### src/rtl/xadc_vote_filter.sv
// Temporal majority-vote filter over a sliding window of XADC class samples.
// Publishes a debounced class with hysteresis, confidence count and change pulse.
module xadc_vote_filter #(
  parameter int unsigned WINDOW_LOG2 = 3,
  parameter int unsigned THRESHOLD   = 5
) (
  input  logic                   clk,
  input  logic                   rst,
  input  logic                   sample_valid,
  input  logic [1:0]             class_in,
  input  logic                   clear,
  output logic [1:0]             class_out,
  output logic                   class_valid,
  output logic                   class_change,
  output logic [WINDOW_LOG2:0]   confidence
);

  localparam int unsigned DEPTH = 1 << WINDOW_LOG2;

  typedef logic [WINDOW_LOG2:0] cnt_t;
  typedef enum logic {FILL, TRACK} state_t;

  localparam cnt_t                   CNT_ONE  = cnt_t'(1);
  localparam cnt_t                   CNT_FULL = cnt_t'(DEPTH);
  localparam cnt_t                   CNT_THR  = cnt_t'(THRESHOLD);
  localparam logic [WINDOW_LOG2-1:0] PTR_ONE  = 1;

  logic [1:0]             win [DEPTH];
  logic [WINDOW_LOG2-1:0] wr_ptr;
  cnt_t                   fill;
  cnt_t                   cnt [4];
  logic                   upd;
  logic                   full;
  logic [1:0]             evicted;

  assign full    = (fill == CNT_FULL);
  assign evicted = win[wr_ptr];

  // Sample storage is not reset; only entries covered by fill are ever counted.
  always_ff @(posedge clk) begin
    if (sample_valid && !clear)
      win[wr_ptr] <= class_in;
  end

  always_ff @(posedge clk or negedge rst) begin
    if (!rst) begin
      wr_ptr <= '0;
      fill   <= '0;
      upd    <= 1'b0;
      for (int unsigned i = 0; i < 4; i++) cnt[i] <= '0;
    end else if (clear) begin
      wr_ptr <= '0;
      fill   <= '0;
      upd    <= 1'b0;
      for (int unsigned i = 0; i < 4; i++) cnt[i] <= '0;
    end else begin
      upd <= sample_valid;
      if (sample_valid) begin
        wr_ptr <= wr_ptr + PTR_ONE;
        if (!full) begin
          fill          <= fill + CNT_ONE;
          cnt[class_in] <= cnt[class_in] + CNT_ONE;
        end else if (evicted != class_in) begin
          cnt[evicted]  <= cnt[evicted] - CNT_ONE;
          cnt[class_in] <= cnt[class_in] + CNT_ONE;
        end
      end
    end
  end

  state_t     state, state_nx;
  logic [1:0] cand;
  logic [1:0] out_nx;
  logic       valid_nx, chg_nx;
  cnt_t       conf_nx;

  // Seeding with class_out and replacing only on a strictly larger count keeps
  // the current class on a tie, else the lowest tied index wins.
  always_comb begin
    cand = class_out;
    for (int unsigned i = 0; i < 4; i++)
      if (cnt[i[1:0]] > cnt[cand]) cand = i[1:0];
  end

  always_comb begin
    state_nx = state;
    out_nx   = class_out;
    valid_nx = class_valid;
    chg_nx   = 1'b0;
    case (state)
      FILL: begin
        if (upd && full) begin
          state_nx = TRACK;
          out_nx   = cand;
          valid_nx = 1'b1;
          chg_nx   = 1'b1;
        end
      end
      TRACK: begin
        if (upd && (cand != class_out) && (cnt[cand] >= CNT_THR)) begin
          out_nx = cand;
          chg_nx = 1'b1;
        end
      end
      default: state_nx = FILL;
    endcase
    conf_nx = (state_nx == TRACK) ? cnt[out_nx] : '0;
  end

  always_ff @(posedge clk or negedge rst) begin
    if (!rst) begin
      state        <= FILL;
      class_out    <= '0;
      class_valid  <= 1'b0;
      class_change <= 1'b0;
      confidence   <= '0;
    end else if (clear) begin
      state        <= FILL;
      class_out    <= '0;
      class_valid  <= 1'b0;
      class_change <= 1'b0;
      confidence   <= '0;
    end else begin
      state        <= state_nx;
      class_out    <= out_nx;
      class_valid  <= valid_nx;
      class_change <= chg_nx;
      confidence   <= conf_nx;
    end
  end

endmodule

### config.mk
export PLATFORM = sky130hd
export DESIGN_NAME = xadc_vote_filter
export DESIGN_NICKNAME = d
export VERILOG_FILES = /design/src/rtl/xadc_vote_filter.sv
export SDC_FILE = /design/constraint.sdc
export NUM_CORES = 1
export LEC_CHECK = 0
export CORE_MARGIN = 5
export CORE_UTILIZATION = 30
export CTS_CLUSTER_DIAMETER = 30
export DETAILED_ROUTE_END_ITERATION = 7
export PLACE_DENSITY = 0.51
export SLEW_MARGIN = 10
export SYNTH_ARGS = -nofsm -noshare
export SYNTH_HDL_FRONTEND = slang
export SYNTH_SLANG_ARGS = --single-unit
export TNS_END_PERCENT = 50
### constraint.sdc
create_clock -name clk -period 14.1 [get_ports clk]
set_input_delay 2.82 -clock clk [delete_from_list [all_inputs] [get_ports clk]]
set_output_delay 2.82 -clock clk [all_outputs]
set_load 0.02 [all_outputs]
==> results of run 1 <==
[power groups by stage]
stage | clock (mW) | combinational (mW) | sequential, mW
final | 0.137 | 0.145 | 0.162
after global routing | 0.150 | 0.161 | 0.163
after CTS | 0.141 | 0.144 | 0.162
after detailed placement | 0 | 0.144 | 0.165
after global placement | 0 | 0.142 | 0.165
after floorplan | 0 | 0.123 | 0.157
[cells in the final DEF (no fill, tap or decap), types with 11 or more instances in the layout]
cell type	synthesis	final
nor2_1	58	58
nand2_1	39	39
dfrtp_1	33	33
mux2i_1	25	25
a21oi_1	24	24
ha_1	21	21
edfxtp_1	16	16
clkdlybuf4s50_1	0	12
nor3_1	11	11
[cells by family after synthesis]
| family | synth area share |
|---|---|
| adders and majority gates | 0.0686 |
| and+or+nand+nor | 0.172 |
| muxes | 0.164 |
| xor gates and xnor gates | 0.0363 |
| buffers and inverters | 0.0444 |
| DFF | 0.341 |
| AOI/OAI and AO/OA | 0.173 |
[how the worst max path moves through the flow]
stage | end | slack (ps) | cells after the start
2_1_floorplan | confidence[2] | 6490 | 35
3_3_place_gp | confidence[2] | 6130 | 33
3_5_place_dp | confidence[2] | 5980 | 32
4_1_cts | confidence[2] | 5950 | 32
5_1_grt | confidence[0] | 5260 | 32
6_report | confidence[2] | 5900 | 32
[layer usage]
metal / vias up / part of all wire
li1: 1446 / -
met1: 1475 / 0.45
met2: 62 / 0.50
met3: 6 / 0.048
met4: 0 / 0.0080
met5: - / 0
[flip-flops by register name, indices dropped and copies added, names as in the netlist]
| name | flops |
|---|---|
| class_change | 1 |
| class_out | 2 |
| class_valid | 1 |
| cnt | 16 |
| confidence | 4 |
| fill | 4 |
| state | 1 |
| upd | 1 |
| win | 16 |
| wr_ptr | 3 |
[metrics by stage]
step	util	power (mW)	hold WS (ps)	std cells
2_1_floorplan	-	0.280	504	401
5_1_grt	0.336	0.474	535	569
6_report	0.336	0.444	516	569
4_1_cts	0.336	0.448	516	569
3_5_place_dp	0.322	0.309	497	561
3_3_place_gp	0.322	0.307	491	561
[worst reg2reg max path: cells and delay by family, from the launching register on]
kind / cells / cell delay (ps)
adder cells (fa/ha/maj): 4 / 1200
AO/OA/AOI/OAI: 14 / 3030
multiplexers: 4 / 1520
AND/OR/NAND/NOR: 10 / 1580
flip-flops: 1 / 750
[cell type report]
class | instances | area share
Timing Repair Buffer | 15 | 0.0332
Clock buffer | 5 | 0.0296
Tap cell | 172 | 0.0510
Sequential cell | 49 | 0.309
Multi-Input combinational cell | 315 | 0.557
Clock inverter | 3 | 0.0110
Inverter | 10 | 0.00889
==> metrics, run 1 <==
Avg Synthesized Cell Area 9.55 µm²; Finished Cell Area 4220 µm²; Die W 123 µm; total clock sinks 49; YS warnings 0; row count 41; Setup crit start kind flip-flop; worst-margin pin slew 817 ps; Logic pwr share 0.326; Cells after Synth 401; final-report setup violation count 0; Worst Hold Depth 1; via/cell ratio 5.25; top cells by count, synth nor2_1 (58), nand2_1 (39), dfrtp_1 (33); Critical path origin class_out[0]; Syn Std Cell Area 3830 µm²; cell mode on critical path ha_1; Core ar. 12600 µm²; Post-DP HPWL 6.94 mm; synthesis-stage register bit count 49; clock-pin slew on the worst setup and hold paths 60 ps; Netlist cell types 59; CTS tree yes; TritonCTS Buffers 5; syn nets 428; Final period util 0.582; largest cells by area after synthesis dfrtp_1 (22%), edfxtp_1 (13%), ha_1 (6.9%); gr ovfl total 0; Peak supply drop 0.0478 mV; CTS root buf clkbuf_16; unrepaired setup endpoints after global routing no; Port-buffer cells 13; Clk Latency, worst-skew pair 290 ps; Slew Limit Fails 0; post-route setup slack 5900 ps; Internal 295 µW; share of layout cells above drive strength 1 0.123; CP max FO 15; met2 usage 0.229; MaxCap Viol Count 0; area growth from synthesis to layout 10.3%; # H-tree levels 2; Post CTS Setup Buffer Count 0; largest net degree at the start of global routing 34; FF/Latch Area 1310 µm²; Final TNS setup 0 ps; Placer Congestion 0.839; PD cells 105 nW/µm²; met3 Use GR 0.0215; most common cell in the netlist nor2_1; RR Endpoint confidence[2]; initial antenna violation count 0; Hold WC Path Type reg -> reg; Tot GR Track Use 0.138; EDFF count, synth 16; CP max-delay cell dfrtp_1; Net Sw Frac 0.336; status complete, no violations; DR WL/cell 17.1 µm; Clock power frac 0.309; Via Count 2989; number of global-route vias before repair 3038; Max Clock Skew 6.58 ps; Worst path max stage delay 750 ps; static leakage 1.66 nW; Diodes inserted 0; Data required, critical path 14270 ps; Clock Path Buffers 2; HP Start class_valid; Rel. slew slack 0.454; Seq/Total Area, Yosys 0.341; Period minus WS final 8200 ps; fillcell total 1291; Worst path top cell family by delay compound AO/OA/AOI/OAI gates; final net count 423; Fmax achieved 0.122 GHz; post-CTS sizing 0; cts hold-fix bufs 0; worst r2r src class_out[0]; area of the multi-input gates 2350 µm²; async set or reset register ratio after synthesis 0.673; Die Height 123 µm; Top Usage Layer GRT met2; top_reg_cell synth dfrtp_1; antenna-violating nets left 0; kind of critical path reg -> reg; final hold vios 0; met1 Use GR 0.185; post-synth top area share 0.216; First DRT Iteration DRCs 183; R2R setup slack 5900 ps; leading area contributor after synthesis dfrtp_1; initial core utilization 0.305; WP buf/inv 0; sequential power share 0.365; DRC Markers 0; Ports 14; drt total wl 9.71 mm; drt pass-1 iters 4; R2R depth 32; die area 15100 µm²; Psw 150 µW; crit end category flip-flop; worst slack, placed 5980 ps; WHS Endpoint class_valid; first-pass GRT wire length 16.2 mm; Arr. time, crit path 8370 ps; Cell Area, Placed 4050 µm²
Power figures use the tool's default switching activity.
==> run 2: changes to the inputs <==
Clock period 14.1 ns to 8.3 ns, I/O delays scaled along.
==> metrics, run 2 (same netlist as run 1, synthesis figures left out) <==
status complete, no violations; area growth from synthesis to layout 14.7%; Diodes inserted 0; Clk Latency, worst-skew pair 300 ps; Data required, critical path 8480 ps; worst r2r src cnt[3]; final hold vios 0; HP Start class_valid; PD cells 184 nW/µm²; CTS tree yes; final net count 441; gr ovfl total 0; CTS root buf clkbuf_16; Cell Area, Placed 4170 µm²; Arr. time, crit path 7860 ps; kind of critical path reg -> reg; Peak supply drop 0.109 mV; static leakage 1.77 nW; drt total wl 10.7 mm; Final Total Pwr 807 µW; Top Registers cnt (16), win (16); Ports 14; DR WL/cell 18.2 µm; Clock Path Buffers 2; largest net degree at the start of global routing 34; antenna-violating nets left 0; Tot GR Track Use 0.148; worst slack, placed 480 ps; post-route setup slack 611 ps; final-report setup violation count 0; most frequent cells in the layout nor2_1 (58), nand2_1 (38), dfrtp_1 (31), mux2i_1 (25), a21oi_1 (24); Placer Congestion 0.924; first-pass GRT wire length 17.1 mm; number of global-route vias before repair 3143; Post-DP HPWL 7.68 mm; total clock sinks 49; crit end category flip-flop; CP max FO 12; Critical path origin cnt[3]; Port-buffer cells 13; Core ar. 12600 µm²; final core utilization 0.349; via/cell ratio 5.35; drt pass-1 iters 5; Die Height 123 µm; cts hold-fix bufs 0; Die W 123 µm; TritonCTS Buffers 5; die area 15100 µm²; Worst path max stage delay 500 ps; Final period util 0.926; Max Clock Skew 6.73 ps; DP Cell Count 577; row count 41; Via Count 3139; share of layout cells above drive strength 1 0.171; CP max-delay cell dfrtp_1; initial core utilization 0.305; Period minus WS final 7690 ps; worst-margin pin slew 833 ps; Fmax achieved 0.130 GHz; Finished Cell Area 4390 µm²; initial antenna violation count 0; Hold WC Path Type reg -> reg; clock-pin slew on the worst setup and hold paths 70 ps; DRC Markers 0; # H-tree levels 2; Rel. slew slack 0.443; Slew Limit Fails 0; First DRT Iteration DRCs 168; cell mode on critical path ha_1; commonest non-fill, non-tap cell in the layout nor2_1; MaxCap Viol Count 0; Non-Filler Instances 587; Setup crit start kind flip-flop
run 2: cell count changes in the layout (fill, tap and decap cells not counted):
| cell | before | now |
|---|---|---|
| buf_4 | 2 | 20 |
| a31oi_2 | 0 | 1 |
| inv_6 | 0 | 1 |
| bufinv_16 | 1 | 2 |
| dfrtp_1 | 33 | 31 |
| dfrtp_2 | 0 | 2 |
| clkinv_4 | 1 | 0 |
| nand2_1 | 39 | 38 |
| nand2_2 | 0 | 1 |
| a31oi_1 | 2 | 1 |
| clkinvlp_4 | 1 | 0 |
run 2: final timing paths:
kind	to	slack [ps]	depth (start not counted)
hold reg to reg	class_valid	510	1
max in group asynchronous	class_out[0]	6270	1
setup / recovery	confidence[1]	610	32
hold / removal	class_valid	510	1
min in group asynchronous	cnt[4]	1450	1
setup reg to reg	confidence[1]	610	32
run 2: stage by stage:
stage | hold slack (ps) | setup TNS, ps
after floorplan | 504 | 0
after global placement | 492 | 0
after detailed placement | 497 | 0
after CTS | 516 | 0
after global routing | 539 | -14.7
final | 513 | 0
run 2: area by class of cell:
| class | count | area, µm² |
|---|---|---|
| Clock inverter | 3 | 68.8 |
| Clock buffer | 5 | 125 |
| Fill cell | 1274 | 8180 |
| Timing Repair Buffer | 33 | 275 |
| Multi-Input combinational cell | 315 | 2360 |
| Tap cell | 172 | 215 |
| Inverter | 10 | 37.5 |
| Sequential cell | 49 | 1310 |
run 2: report_power, final:
group	switching, mW	internal [mW]
registers	0.00982	0.257
logic	0.161	0.108
clock network	0.0967	0.174
total	0.268	0.539
run 2: metal layers:
layer  vias to the layer above  track usage  share of wire
li1                       1490            -              -
met1                      1525        0.198           0.45
met2                       100        0.245           0.47
met3                        24       0.0197          0.047
met4                         0       0.0533          0.026
met5                         -            0              0
run 2: critical path: cells and delay by family (launching register included):
| kind | cells | cell delay, ps |
|---|---|---|
| multiplexers | 6 | 1420 |
| buffers and inverters | 1 | 190 |
| AO/OA/AOI/OAI | 14 | 3180 |
| flip-flops | 1 | 500 |
| adder cells (fa/ha/maj) | 4 | 1170 |
| AND/OR/NAND/NOR | 7 | 1080 |
run 2: timing repair:
item / 4_1_cts / 5_1_grt
buffers inserted: 0 / 2
gates resized for setup: 0 / 4
setup endpoints to repair: 0 / 4
==> run 3: changes to the inputs <==
Settings changed: CAP_MARGIN set to 20, REMOVE_ABC_BUFFERS set to 1.
==> metrics, run 3 (same netlist as run 1, synthesis figures left out) <==
antenna-violating nets left 0; most frequent cells in the layout nor2_1 (57), nand2_1 (38), dfrtp_1 (31), mux2i_1 (25), a21oi_1 (24); clock-pin slew on the worst setup and hold paths 70 ps; Core ar. 12600 µm²; R2R depth 32; Die Height 123 µm; Slew Limit Fails 0; Fmax achieved 0.131 GHz; Die W 123 µm; PD cells 171 nW/µm²; status complete, no violations; area growth from synthesis to layout 15.2%; Tot GR Track Use 0.145; drt total wl 10.7 mm; Setup crit start kind flip-flop; Arr. time, crit path 7830 ps; Worst path max stage delay 530 ps; Port-buffer cells 13; Ports 14; row count 41; Non-Filler Instances 591; HP Start class_valid; R2R setup slack 640 ps; Clk Latency, worst-skew pair 290 ps; Peak supply drop 0.0842 mV; total clock sinks 49; initial core utilization 0.305; Via Count 3129; DP Cell Count 578; CTS root buf clkbuf_16; CTS tree yes; drt pass-1 iters 5; Max Clock Skew 5.02 ps; share of layout cells above drive strength 1 0.179; via/cell ratio 5.29; cts hold-fix bufs 0; First DRT Iteration DRCs 274; DR WL/cell 18.0 µm; Rel. slew slack 0.393; Post-DP HPWL 7.46 mm; worst r2r src class_out[0]; Final period util 0.922; CP max FO 10; commonest non-fill, non-tap cell in the layout nor2_1; static leakage 1.78 nW; crit end category flip-flop; WHS Endpoint class_valid; Final TNS setup 0 ps; Data required, critical path 8470 ps; final-report setup violation count 0; number of global-route vias before repair 3102; worst-margin pin slew 908 ps; Clock Path Buffers 2; # H-tree levels 2; unrepaired setup endpoints after global routing no; Top Registers cnt (16), win (16); Placer Congestion 0.897; Diodes inserted 0; Hold WC Path Type reg -> reg; CP max-delay cell dfrtp_2; first-pass GRT wire length 17.0 mm; RR Endpoint confidence[3]; TritonCTS Buffers 5; die area 15100 µm²; gr ovfl total 0; kind of critical path reg -> reg; Worst Hold Depth 1; final net count 445; initial antenna violation count 0; DRC Markers 0; Period minus WS final 7660 ps; final hold vios 0; MaxCap Viol Count 0; largest net degree at the start of global routing 34
run 3: cell types whose count changed in the layout (fill, tap and decap cells not counted):
cell,before,now
buf_12,0,1
buf_2,1,0
buf_4,20,23
bufinv_16,2,0
clkdlybuf4s50_1,12,13
clkinv_4,0,1
inv_8,0,1
nor2_1,58,57
nor2_2,1,2
o21ai_2,1,0
o21ai_4,1,2
run 3: layout make-up:
cell class / instances / area, µm²
Clock inverter: 3 / 28.8
Multi-Input combinational cell: 315 / 2370
Inverter: 10 / 37.5
Timing Repair Buffer: 37 / 323
Tap cell: 172 / 215
Sequential cell: 49 / 1310
Clock buffer: 5 / 125
Fill cell: 1268 / 8160
run 3: timing repair:
item                       CTS  global route
setup buffers                0             5
setup endpoints to repair    0             6
resized for setup            0             6
run 3: worst max-delay path, delay by kind of cell, from the launching register on:
kind	cells	cell delay (ps)
compound gates	14	2990
fa+ha+maj	4	1170
buf+inv	1	160
flops	1	530
mux	5	1370
simple gates	8	1330
run 3: how the worst max path moves through the flow:
stage	slack (ps)	cells past startpoint	end	from
after floorplan	980	32	confidence[2]	class_out[0]
after global placement	370	32	confidence[1]	class_out[0]
after detailed placement	200	32	confidence[3]	class_out[0]
after CTS	180	32	confidence[3]	class_out[0]
after global routing	60	35	confidence[3]	class_out[0]
final	640	32	confidence[3]	class_out[0]
run 3: metrics by stage:
step | utilization | area [µm²] | worst slack, ps | hold slack [ps] | power [mW]
finish | 0.351 | 4410 | 644 | 532 | 0.754
global route | 0.351 | 4410 | 59.6 | 544 | 0.795
CTS | 0.345 | 4340 | 184 | 526 | 0.752
detailed placement | 0.333 | 4180 | 202 | 496 | 0.537
global placement | 0.333 | 4180 | 374 | 496 | 0.536
floorplan | - | 3700 | 981 | 504 | 0.463
run 3: report_power, final:
part           leakage (nW)  internal [mW]  switching, mW
Sequential            0.592          0.257        0.00858
Combinational          1.11          0.107          0.166
Clock                0.0763          0.116         0.0994
Total                  1.78          0.480          0.274
run 3: routing by layer:
metal	global-route usage	wire [µm]	vias to the layer above
met5	0	0	-
met4	0.0367	96	0
met3	0.0210	606	6
met2	0.231	4910	103
met1	0.206	5050	1529
li1	-	-	1491
